**config.mk**
```make
export PLATFORM = sky130hd
export DESIGN_NAME = sa_operand_loader
export DESIGN_NICKNAME = d
export VERILOG_FILES = /design/src/rtl/sa_operand_loader.sv
export SDC_FILE = /design/constraint.sdc
export NUM_CORES = 1
export LEC_CHECK = 0
export CORE_MARGIN = 2
export CORE_UTILIZATION = 30
export DETAILED_ROUTE_END_ITERATION = 12
export SKIP_LAST_GASP = 1
export SYNTH_ARGS = -nofsm -noshare
export SYNTH_HDL_FRONTEND = slang
export SYNTH_SLANG_ARGS = --single-unit
```
**constraint.sdc**
```tcl
create_clock -name clk -period 1.6 [get_ports clk]
set_input_delay 0.32 -clock clk [delete_from_list [all_inputs] [get_ports clk]]
set_output_delay 0.32 -clock clk [all_outputs]
set_load 0.02 [all_outputs]
```
**src/rtl/sa_operand_loader.sv**
```systemverilog
// Operand feeder for systolic_array_wrapper: reads A and B from two SRAMs and streams them in array order.
// Optional macro SA_LOADER_B2B_EN queues a start seen during DRAIN so the next load follows DONE directly.
module sa_operand_loader #(
    parameter int N         = 4,
    parameter int DW        = 8,
    parameter int AW        = 5,
    parameter int BASE_A    = 0,
    parameter int BASE_B    = 0,
    parameter int DRAIN_CYC = 35
) (
    input  logic          clk,
    input  logic          rst,
    input  logic          start,
    output logic          busy,
    output logic          done,
    output logic          a_rd_en,
    output logic [AW-1:0] a_rd_addr,
    input  logic [DW-1:0] a_rd_data,
    output logic          b_rd_en,
    output logic [AW-1:0] b_rd_addr,
    input  logic [DW-1:0] b_rd_data,
    output logic          sa_en,
    output logic [DW-1:0] shift_in_A,
    output logic [DW-1:0] shift_in_B
);

    localparam int NN  = N * N;
    localparam int BW  = $clog2(NN) + 1;
    localparam int DCW = $clog2(DRAIN_CYC + 1);

    typedef enum logic [1:0] {IDLE, READ, DRAIN, DONE} state_t;

    state_t         state;
    state_t         state_nxt;
    logic [BW-1:0]  beat;
    logic [DCW-1:0] drain_cnt;
    logic           rd_en;
    logic           data_vld;
    logic           last_beat;
    logic           drain_last;
    logic           tail_empty;
    int             row;
    int             col;
    int             a_word;
    int             b_word;

`ifdef SA_LOADER_B2B_EN
    logic           pending;
`endif

    assign last_beat  = (beat == BW'(NN - 1));
    assign drain_last = (drain_cnt == DCW'(DRAIN_CYC - 1));
    // The drain window only opens once the two-stage read pipeline has emptied.
    assign tail_empty = !data_vld && !sa_en;
    assign a_rd_en    = rd_en;
    assign b_rd_en    = rd_en;

    always_ff @(posedge clk or posedge rst) begin
        if (rst) begin
            state <= IDLE;
        end else begin
            state <= state_nxt;
        end
    end

    always_comb begin
        state_nxt = state;
        busy      = 1'b0;
        done      = 1'b0;
        rd_en     = 1'b0;
        case (state)
            IDLE: begin
                if (start) begin
                    state_nxt = READ;
                end
            end
            READ: begin
                busy  = 1'b1;
                rd_en = 1'b1;
                if (last_beat) begin
                    state_nxt = DRAIN;
                end
            end
            DRAIN: begin
                busy = 1'b1;
                if (tail_empty && drain_last) begin
                    state_nxt = DONE;
                end
            end
            DONE: begin
                busy      = 1'b1;
                done      = 1'b1;
                state_nxt = IDLE;
`ifdef SA_LOADER_B2B_EN
                if (pending) begin
                    state_nxt = READ;
                end
`endif
            end
            default: state_nxt = IDLE;
        endcase
    end

    always_ff @(posedge clk or posedge rst) begin
        if (rst) begin
            beat      <= '0;
            drain_cnt <= '0;
        end else begin
            beat      <= (state == READ) ? beat + 1'b1 : '0;
            drain_cnt <= (state == DRAIN && tail_empty) ? drain_cnt + 1'b1 : '0;
        end
    end

    // Beat k = row*N + col walks A's row right-to-left and B's column bottom-to-top.
    always_comb begin
        row       = int'(beat) / N;
        col       = int'(beat) % N;
        a_word    = BASE_A + row * N + (N - 1 - col);
        b_word    = BASE_B + (N - 1 - col) * N + row;
        a_rd_addr = '0;
        b_rd_addr = '0;
        if (rd_en) begin
            a_rd_addr = AW'(a_word);
            b_rd_addr = AW'(b_word);
        end
    end

    always_ff @(posedge clk or posedge rst) begin
        if (rst) begin
            data_vld   <= 1'b0;
            sa_en      <= 1'b0;
            shift_in_A <= '0;
            shift_in_B <= '0;
        end else begin
            data_vld   <= rd_en;
            sa_en      <= data_vld;
            shift_in_A <= data_vld ? a_rd_data : '0;
            shift_in_B <= data_vld ? b_rd_data : '0;
        end
    end

`ifdef SA_LOADER_B2B_EN
    // Repeated starts during DRAIN collapse into a single queued load.
    always_ff @(posedge clk or posedge rst) begin
        if (rst) begin
            pending <= 1'b0;
        end else if (state == DONE) begin
            pending <= 1'b0;
        end else if (state == DRAIN && start) begin
            pending <= 1'b1;
        end
    end
`endif

endmodule

```
==> impl_metrics.py, run 1 <==
metrics = {
    "status": {
        "outcome": "finished with violations",
        "violations": "negative setup slack",
    },
    "pwr": {
        "power_density_mw_per_mm2": 1614,
        "p_leak_nw": 1.085,
        "vdd_drop_max_v": 0.0006823,
    },
    "timing": {
        "rsz0062_at_grt": "true",
        "report.final.slew_viol_count": 0,
        "worst_pin_slew_ns": 0.3821,
        "hold_slack_ns": 0.4281,
        "clock.fmax_ghz": 0.5923,
        "hold_viol_final": 0,
        "period_needed_ns": 1.688,
        "setup_ws_ns": -0.08839,
        "setup_violations": 9,
        "fin_skew_ns": 0.004203,
        "fin_crit_sh_pct": 105.5,
        "maxSlewHeadroom_pct": 74.53,
    },
    "floorplan": {
        "io_pins": 50,
        "die_x_um": 70.59,
        "initial_core_util_pct": 30.76,
        "row_count": 24,
        "core-area_mm2": 0.004324,
        "chipHeight_um": 70.59,
        "die-area_mm2": 0.004982,
    },
    "yosys": {
        "synthCells": 110,
        "synthTopCellsByCount": "dfrtp_1 (31), and2_1 (25), ha_1 (11)",
        "yosysTopAreaCell": "dfrtp_1",
        "yosys.cell_types.count": 20,
        "synth_edf_count": 0,
        "synth-async-reset-ratio_pct": 100.0,
        "syn_nets": 140,
        "ys.warnings.count": 0,
        "synth_top_area_share_pct": 58.33,
        "ys_seq_area_share_pct": 58.33,
        "synthFlopType": "dfrtp_1",
        "yosysMostFrequentCell": "dfrtp_1",
        "syn_area_mm2": 0.001330,
        "ys_top_cells_by_area": "dfrtp_1 (58%), and2_1 (12%), ha_1 (10%), xor2_1 (2.6%), inv_1 (2.3%)",
        "syn_area_per_cell_um2": 12.09,
        "ys_seq_elements": 31,
    },
    "drt": {
        "vias_per_cell": 4.242,
        "routed_wl_um": 2968,
        "final_antenna_net_count": 0,
        "vias": 1001,
        "first_iter_violations": 6,
        "drtPass1Iterations": 4,
        "drcViolationCount": 0,
        "avgRoutedWirePerCell_um": 12.58,
    },
    "clocking": {
        "insertion_delay_ns": 0.27,
        "clockRootBuffer": "clkbuf_8",
        "cts.sinks": 31,
        "numCtsBuffers": 5,
        "path_clk_slew_ns": 0.06,
        "cts_tree": "done",
        "h-tree-depth": 2,
        "clk_path_buf_depth": 2,
    },
    "finish": {
        "seqCellArea_um2": 777.0,
        "antennaDiodeCount": 0,
        "area_growth_pct": 70.56,
        "drive_gt1_share_pct": 35.33,
        "layout.nets": 213,
        "multi_input_area_um2": 599.3,
        "fill_cells": 379,
    },
    "placed_design": {
        "dp_slack_ns": -0.3060,
        "gp_congestion": 0.6803,
        "dp_hpwl_um": 2083,
        "io_buffers": 49,
    },
    "grt": {
        "grt_max_degree": 32,
        "overflow": 0,
        "grt_pass1_wl_um": 4885,
        "grt_util_all_layers_pct": 12.54,
        "antenna_found_initial": 0,
        "grt_pass1_vias": 1112,
    },
    "setup_path": {
        "cp_max_fo": 2,
        "cp-start-kind": "flip-flop",
        "worstPathArrival_ns": 1.37,
        "critPathRequiredTime_ns": 1.28,
        "cp-end-kind": "output port",
        "worst-setup-path-type": "reg -> out",
    },
    "run": {
        "max_cap_viol_count": 0,
    },
    "min_path": {
        "hold_class": "in -> async",
    },
}
-- worst max-delay path, cell delays in order (launching register included) --
cell and delay (ns):
dfrtp_1 0.39, ha_2 0.21, ha_4 0.26, and2_4 0.13, buf_6 0.11
-- where the power goes --
| group | leakage [nW] | switching, mW | internal, mW |
|---|---|---|---|
| Combinational | 0.617 | 0.850 | 1.06 |
| Sequential | 0.417 | 0.114 | 0.975 |
| Clock | 0.0515 | 0.266 | 0.392 |
-- per-layer routing --
layer	vias up	wire length, um	track usage [%]
met4	0	19	3.774
met5	-	0	0
li1	491	-	-
met2	34	1560	22.12
met1	474	1152	13.46
met3	2	236	5.840
-- cell families (layout without fill, tap and decap cells) --
| logic type | Yosys count | after routing | synth area share [%] |
|---|---|---|---|
| muxes | 1 | 1 | 0.8466 |
| AOI/OAI and AO/OA | 2 | 2 | 1.881 |
| buffers and inverters | 14 | 88 | 4.892 |
| adders and majority gates | 11 | 11 | 10.35 |
| and+or+nand+nor | 45 | 45 | 19.76 |
| xor gates and xnor gates | 6 | 6 | 3.951 |
| DFF | 31 | 31 | 58.33 |
-- cells in the final DEF, fill, tap and decap left out --
| cell | n |
|---|---|
| clkbuf_1 | 1 |
| nor2b_4 | 3 |
| nand2_1 | 1 |
| buf_6 | 17 |
| and3_1 | 1 |
| xnor2_1 | 2 |
| ha_2 | 1 |
| buf_12 | 1 |
| mux2_4 | 1 |
| ha_4 | 4 |
| dfrtp_2 | 1 |
| ha_1 | 6 |
| clkdlybuf4s50_1 | 34 |
| dfrtp_1 | 30 |
| xor2_1 | 4 |
| and2_1 | 19 |
| buf_4 | 15 |
| nor2_2 | 1 |
| dlymetal6s2s_1 | 1 |
| o32a_1 | 1 |
| inv_1 | 7 |
| a221oi_4 | 1 |
| nor2_1 | 6 |
| nor2b_1 | 1 |
| buf_2 | 3 |
| inv_2 | 1 |
| nand4_1 | 1 |
| and2_4 | 6 |
| nor3_2 | 1 |
| nand3_1 | 4 |
| and3_4 | 1 |
| clkinvlp_2 | 1 |
| clkbuf_8 | 7 |
-- path summary, 6_finish.rpt --
path / start / endpoint / slack, ns / cells past startpoint
min in group clk: drain_cnt[0] / drain_cnt[0] / 0.50 / 1
max: beat[4] / b_rd_addr[3] / -0.09 / 4
max in group asynchronous: rst / state[0] / 0.87 / 3
max reg2reg: state[0] / state[1] / -0.08 / 6
min reg2reg: drain_cnt[0] / drain_cnt[0] / 0.50 / 1
min: rst / beat[0] / 0.43 / 3
-- sequential cells by signal, summed over array words and instances (netlist names) --
signal,flops
shift_in_A,8
shift_in_B,8
drain_cnt,6
beat,5
state,2
data_vld,1
sa_en,1
-- stage by stage --
stage,utilization [%],TNS [ns],instances,instance area (um2),power (mW)
6_report,52.46,-0.3146,236,2268,3.661
3_3_place_gp,45.57,-1.527,219,1971,2.583
2_1_floorplan,-,0,110,1349,1.851
4_1_cts,49.36,-0.3913,232,2135,3.451
3_5_place_dp,45.57,-1.942,219,1971,2.618
5_1_grt,52.46,-0.7438,236,2268,3.894
-- cell type report --
| cell class | count | share of cell area, % |
|---|---|---|
| clock buffers | 8 | 4.413 |
| multi-input cells | 65 | 26.42 |
| flip-flops and latches | 31 | 34.25 |
| inverters | 9 | 1.544 |
| well taps | 52 | 2.868 |
| repair buffers | 71 | 30.50 |
-- what timing repair did --
item | 4_1_cts | 5_1_grt
buffers inserted | 5 | 5
gates resized for setup | 82 | 26
gates cloned | 0 | 0
hold buffers | 0 | 0
pin swaps | 3 | 3
endpoints found under the setup margin | 16 | 14
Power figures use the tool's default switching activity.
==> inputs of run 2 (changes only) <==
--- a/config.mk
+++ b/config.mk
@@ -7,7 +7,9 @@
 export LEC_CHECK = 0
 export CORE_MARGIN = 2
 export CORE_UTILIZATION = 30
+export CTS_CLUSTER_SIZE = 16
 export DETAILED_ROUTE_END_ITERATION = 12
+export GPL_ROUTABILITY_DRIVEN = 1
 export SKIP_LAST_GASP = 1
 export SYNTH_ARGS = -nofsm -noshare
 export SYNTH_HDL_FRONTEND = slang
==> results of run 2 <==
The final DEF is identical to that of run 1; final timing and power are the same.
==> inputs of run 3 (changes only) <==
--- a/config.mk
+++ b/config.mk
@@ -10,6 +10,7 @@
 export CTS_CLUSTER_SIZE = 16
 export DETAILED_ROUTE_END_ITERATION = 12
 export GPL_ROUTABILITY_DRIVEN = 1
+export RECOVER_POWER = 100
 export SKIP_LAST_GASP = 1
 export SYNTH_ARGS = -nofsm -noshare
 export SYNTH_HDL_FRONTEND = slang
==> constraint.sdc (replaced) <==
create_clock -name clk -period 1.98 [get_ports clk]
set_input_delay 0.396 -clock clk [delete_from_list [all_inputs] [get_ports clk]]
set_output_delay 0.396 -clock clk [all_outputs]
set_load 0.02 [all_outputs]
==> impl_metrics.py, run 3 (same netlist as run 1, synthesis figures left out) <==
metrics = {
    "grt": {
        "grt_pass1_vias": 1027,
        "overflow": 0,
        "grt_util_all_layers_pct": 11.81,
        "grt_pass1_wl_um": 4519,
        "grt_max_degree": 32,
        "antenna_found_initial": 0,
    },
    "setup_path": {
        "cp-end-kind": "output port",
        "path_cells": "buf_4 -> ha_1 -> clkdlybuf4s50_1",
        "cp-start-kind": "flip-flop",
        "max_stage_delay_ns": 0.53,
        "slowest_stage": "clkdlybuf4s50_1",
        "cp_max_fo": 3,
        "worstPathArrival_ns": 1.52,
        "critPathRequiredTime_ns": 1.58,
        "worst-setup-path-type": "reg -> out",
    },
    "finish": {
        "layout_commonest_cell": "dfrtp_1",
        "final_cell_mix": "dfrtp_1 (31), clkdlybuf4s50_1 (18), dlygate4sd3_1 (18)",
        "seqCellArea_um2": 775.7,
        "multi_input_area_um2": 491.7,
        "reg_top3": "shift_in_A (8), shift_in_B (8), drain_cnt (6)",
        "layout.nets": 198,
        "drive_gt1_share_pct": 11.90,
        "antennaDiodeCount": 0,
        "fill_cells": 425,
        "area_growth_pct": 48.17,
        "final_area_mm2": 0.001971,
    },
    "timing": {
        "report.final.slew_viol_count": 0,
        "period_needed_ns": 1.913,
        "maxSlewHeadroom_pct": 50.06,
        "setup_ws_ns": 0.06686,
        "setup_violations": 0,
        "hold_viol_final": 0,
        "fin_skew_ns": 0.001440,
        "finalSetupTns_ns": 0,
        "clock.fmax_ghz": 0.5227,
        "hold_slack_ns": 0.5005,
        "fin_crit_sh_pct": 96.62,
        "rsz0062_at_grt": "true",
        "worst_pin_slew_ns": 0.7491,
    },
    "drt": {
        "first_iter_violations": 5,
        "drcViolationCount": 0,
        "avgRoutedWirePerCell_um": 11.76,
        "vias_per_cell": 4.218,
        "routed_wl_um": 2588,
        "drtPass1Iterations": 4,
        "final_antenna_net_count": 0,
        "vias": 928,
    },
    "floorplan": {
        "row_count": 24,
        "initial_core_util_pct": 30.76,
        "chipHeight_um": 70.59,
        "io_pins": 50,
        "die_x_um": 70.59,
        "die-area_mm2": 0.004982,
        "core-area_mm2": 0.004324,
    },
    "pwr": {
        "p_seq_share_pct": 37.4,
        "p_leak_nw": 1.003,
        "power_frac_comb_pct": 42.3,
        "p_clk_share_pct": 20.3,
        "vdd_drop_max_v": 0.0005397,
        "power.internal_mw": 1.522,
        "power_density_mw_per_mm2": 1201,
        "p_sw_uw": 844.8,
        "p_total_mw": 2.366,
        "p_sw_share_pct": 35.70,
    },
    "clocking": {
        "cts_hold_repair.buffers": 0,
        "clk_path_buf_depth": 2,
        "cts_tree": "done",
        "insertion_delay_ns": 0.27,
        "path_clk_slew_ns": 0.06,
        "clockRootBuffer": "clkbuf_8",
        "numCtsBuffers": 5,
        "cts.sinks": 31,
        "h-tree-depth": 2,
    },
    "placed_design": {
        "dp_hpwl_um": 1973,
        "dp_slack_ns": 0.001711,
        "gp_congestion": 0.6919,
        "dpl-instance-area_mm2": 0.001908,
        "io_buffers": 49,
    },
    "min_path": {
        "hold_class": "reg -> reg",
    },
    "run": {
        "max_cap_viol_count": 0,
    },
    "status": {
        "outcome": "complete, no violations",
    },
}
-- run 3: cell count changes in the layout (fill, tap and decap cells not counted), moves of 3 or more --
| cell | previous run | this run |
|---|---|---|
| dlygate4sd3_1 | 0 | 18 |
| buf_6 | 17 | 0 |
| clkdlybuf4s50_1 | 34 | 18 |
| and2_0 | 0 | 10 |
| buf_4 | 15 | 5 |
| dlygate4sd2_1 | 0 | 9 |
| and2_4 | 6 | 0 |
| and2_1 | 19 | 15 |
| ha_1 | 6 | 10 |
| ha_4 | 4 | 0 |
| buf_2 | 3 | 0 |
| clkbuf_2 | 0 | 3 |
| nor2b_1 | 1 | 4 |
| nor2b_4 | 3 | 0 |
-- run 3: through the flow --
step / utilization, % / std cells
finish: 45.57 / 220
global route: 45.57 / 220
CTS: 45.86 / 220
detailed placement: 44.13 / 213
global placement: 44.13 / 213
floorplan: - / 110
-- run 3: worst max-delay path: cells and delay by family (launching register included) --
kind / cells / cell delay (ns)
flip-flops: 1 / 0.38
buffers and inverters: 2 / 0.68
adder cells (fa/ha/maj): 1 / 0.18
-- run 3: layer usage --
layer / global-route usage (%) / share of wire [%]
met5: 0 / 0
met4: 5.660 / 0.93
met3: 7.123 / 12
met2: 20.34 / 49
met1: 11.12 / 38
-- run 3: timing repair --
action | 4_1_cts | 5_1_grt
endpoints found under the setup margin | 13 | 4
setup buffers | 0 | 0
gates resized for setup | 15 | 5
-- run 3: final timing paths --
| check | from | endpoint | slack [ns] | depth (start not counted) |
|---|---|---|---|---|
| setup / recovery | state[0] | done | 0.07 | 3 |
| hold / removal | drain_cnt[0] | drain_cnt[0] | 0.50 | 1 |
| setup reg to reg | beat[0] | state[1] | 0.22 | 7 |
| hold reg to reg | drain_cnt[0] | drain_cnt[0] | 0.50 | 1 |
| max in group asynchronous | rst | shift_in_A[0] | 0.73 | 3 |
| min in group asynchronous | rst | shift_in_B[1] | 0.77 | 3 |
-- run 3: power groups by stage --
| stage | sequential (mW) | combinational, mW | clock, mW |
|---|---|---|---|
| 5_1_grt | 0.910 | 1.10 | 0.541 |
| 4_1_cts | 0.896 | 1.07 | 0.502 |
| 3_5_place_dp | 0.904 | 1.12 | 0 |
| 6_report | 0.884 | 1.00 | 0.481 |
| 3_3_place_gp | 0.900 | 1.10 | 0 |
| 2_1_floorplan | 0.999 | 0.467 | 0 |
-- run 3: cell type report --
class | instances | share of cell area (%)
Inverter | 9 | 1.778
Tap cell | 52 | 3.302
Clock buffer | 6 | 4.190
Sequential cell | 31 | 39.37
Multi-Input combinational cell | 65 | 24.95
Clock inverter | 1 | 0.2540
Timing Repair Buffer | 56 | 26.16
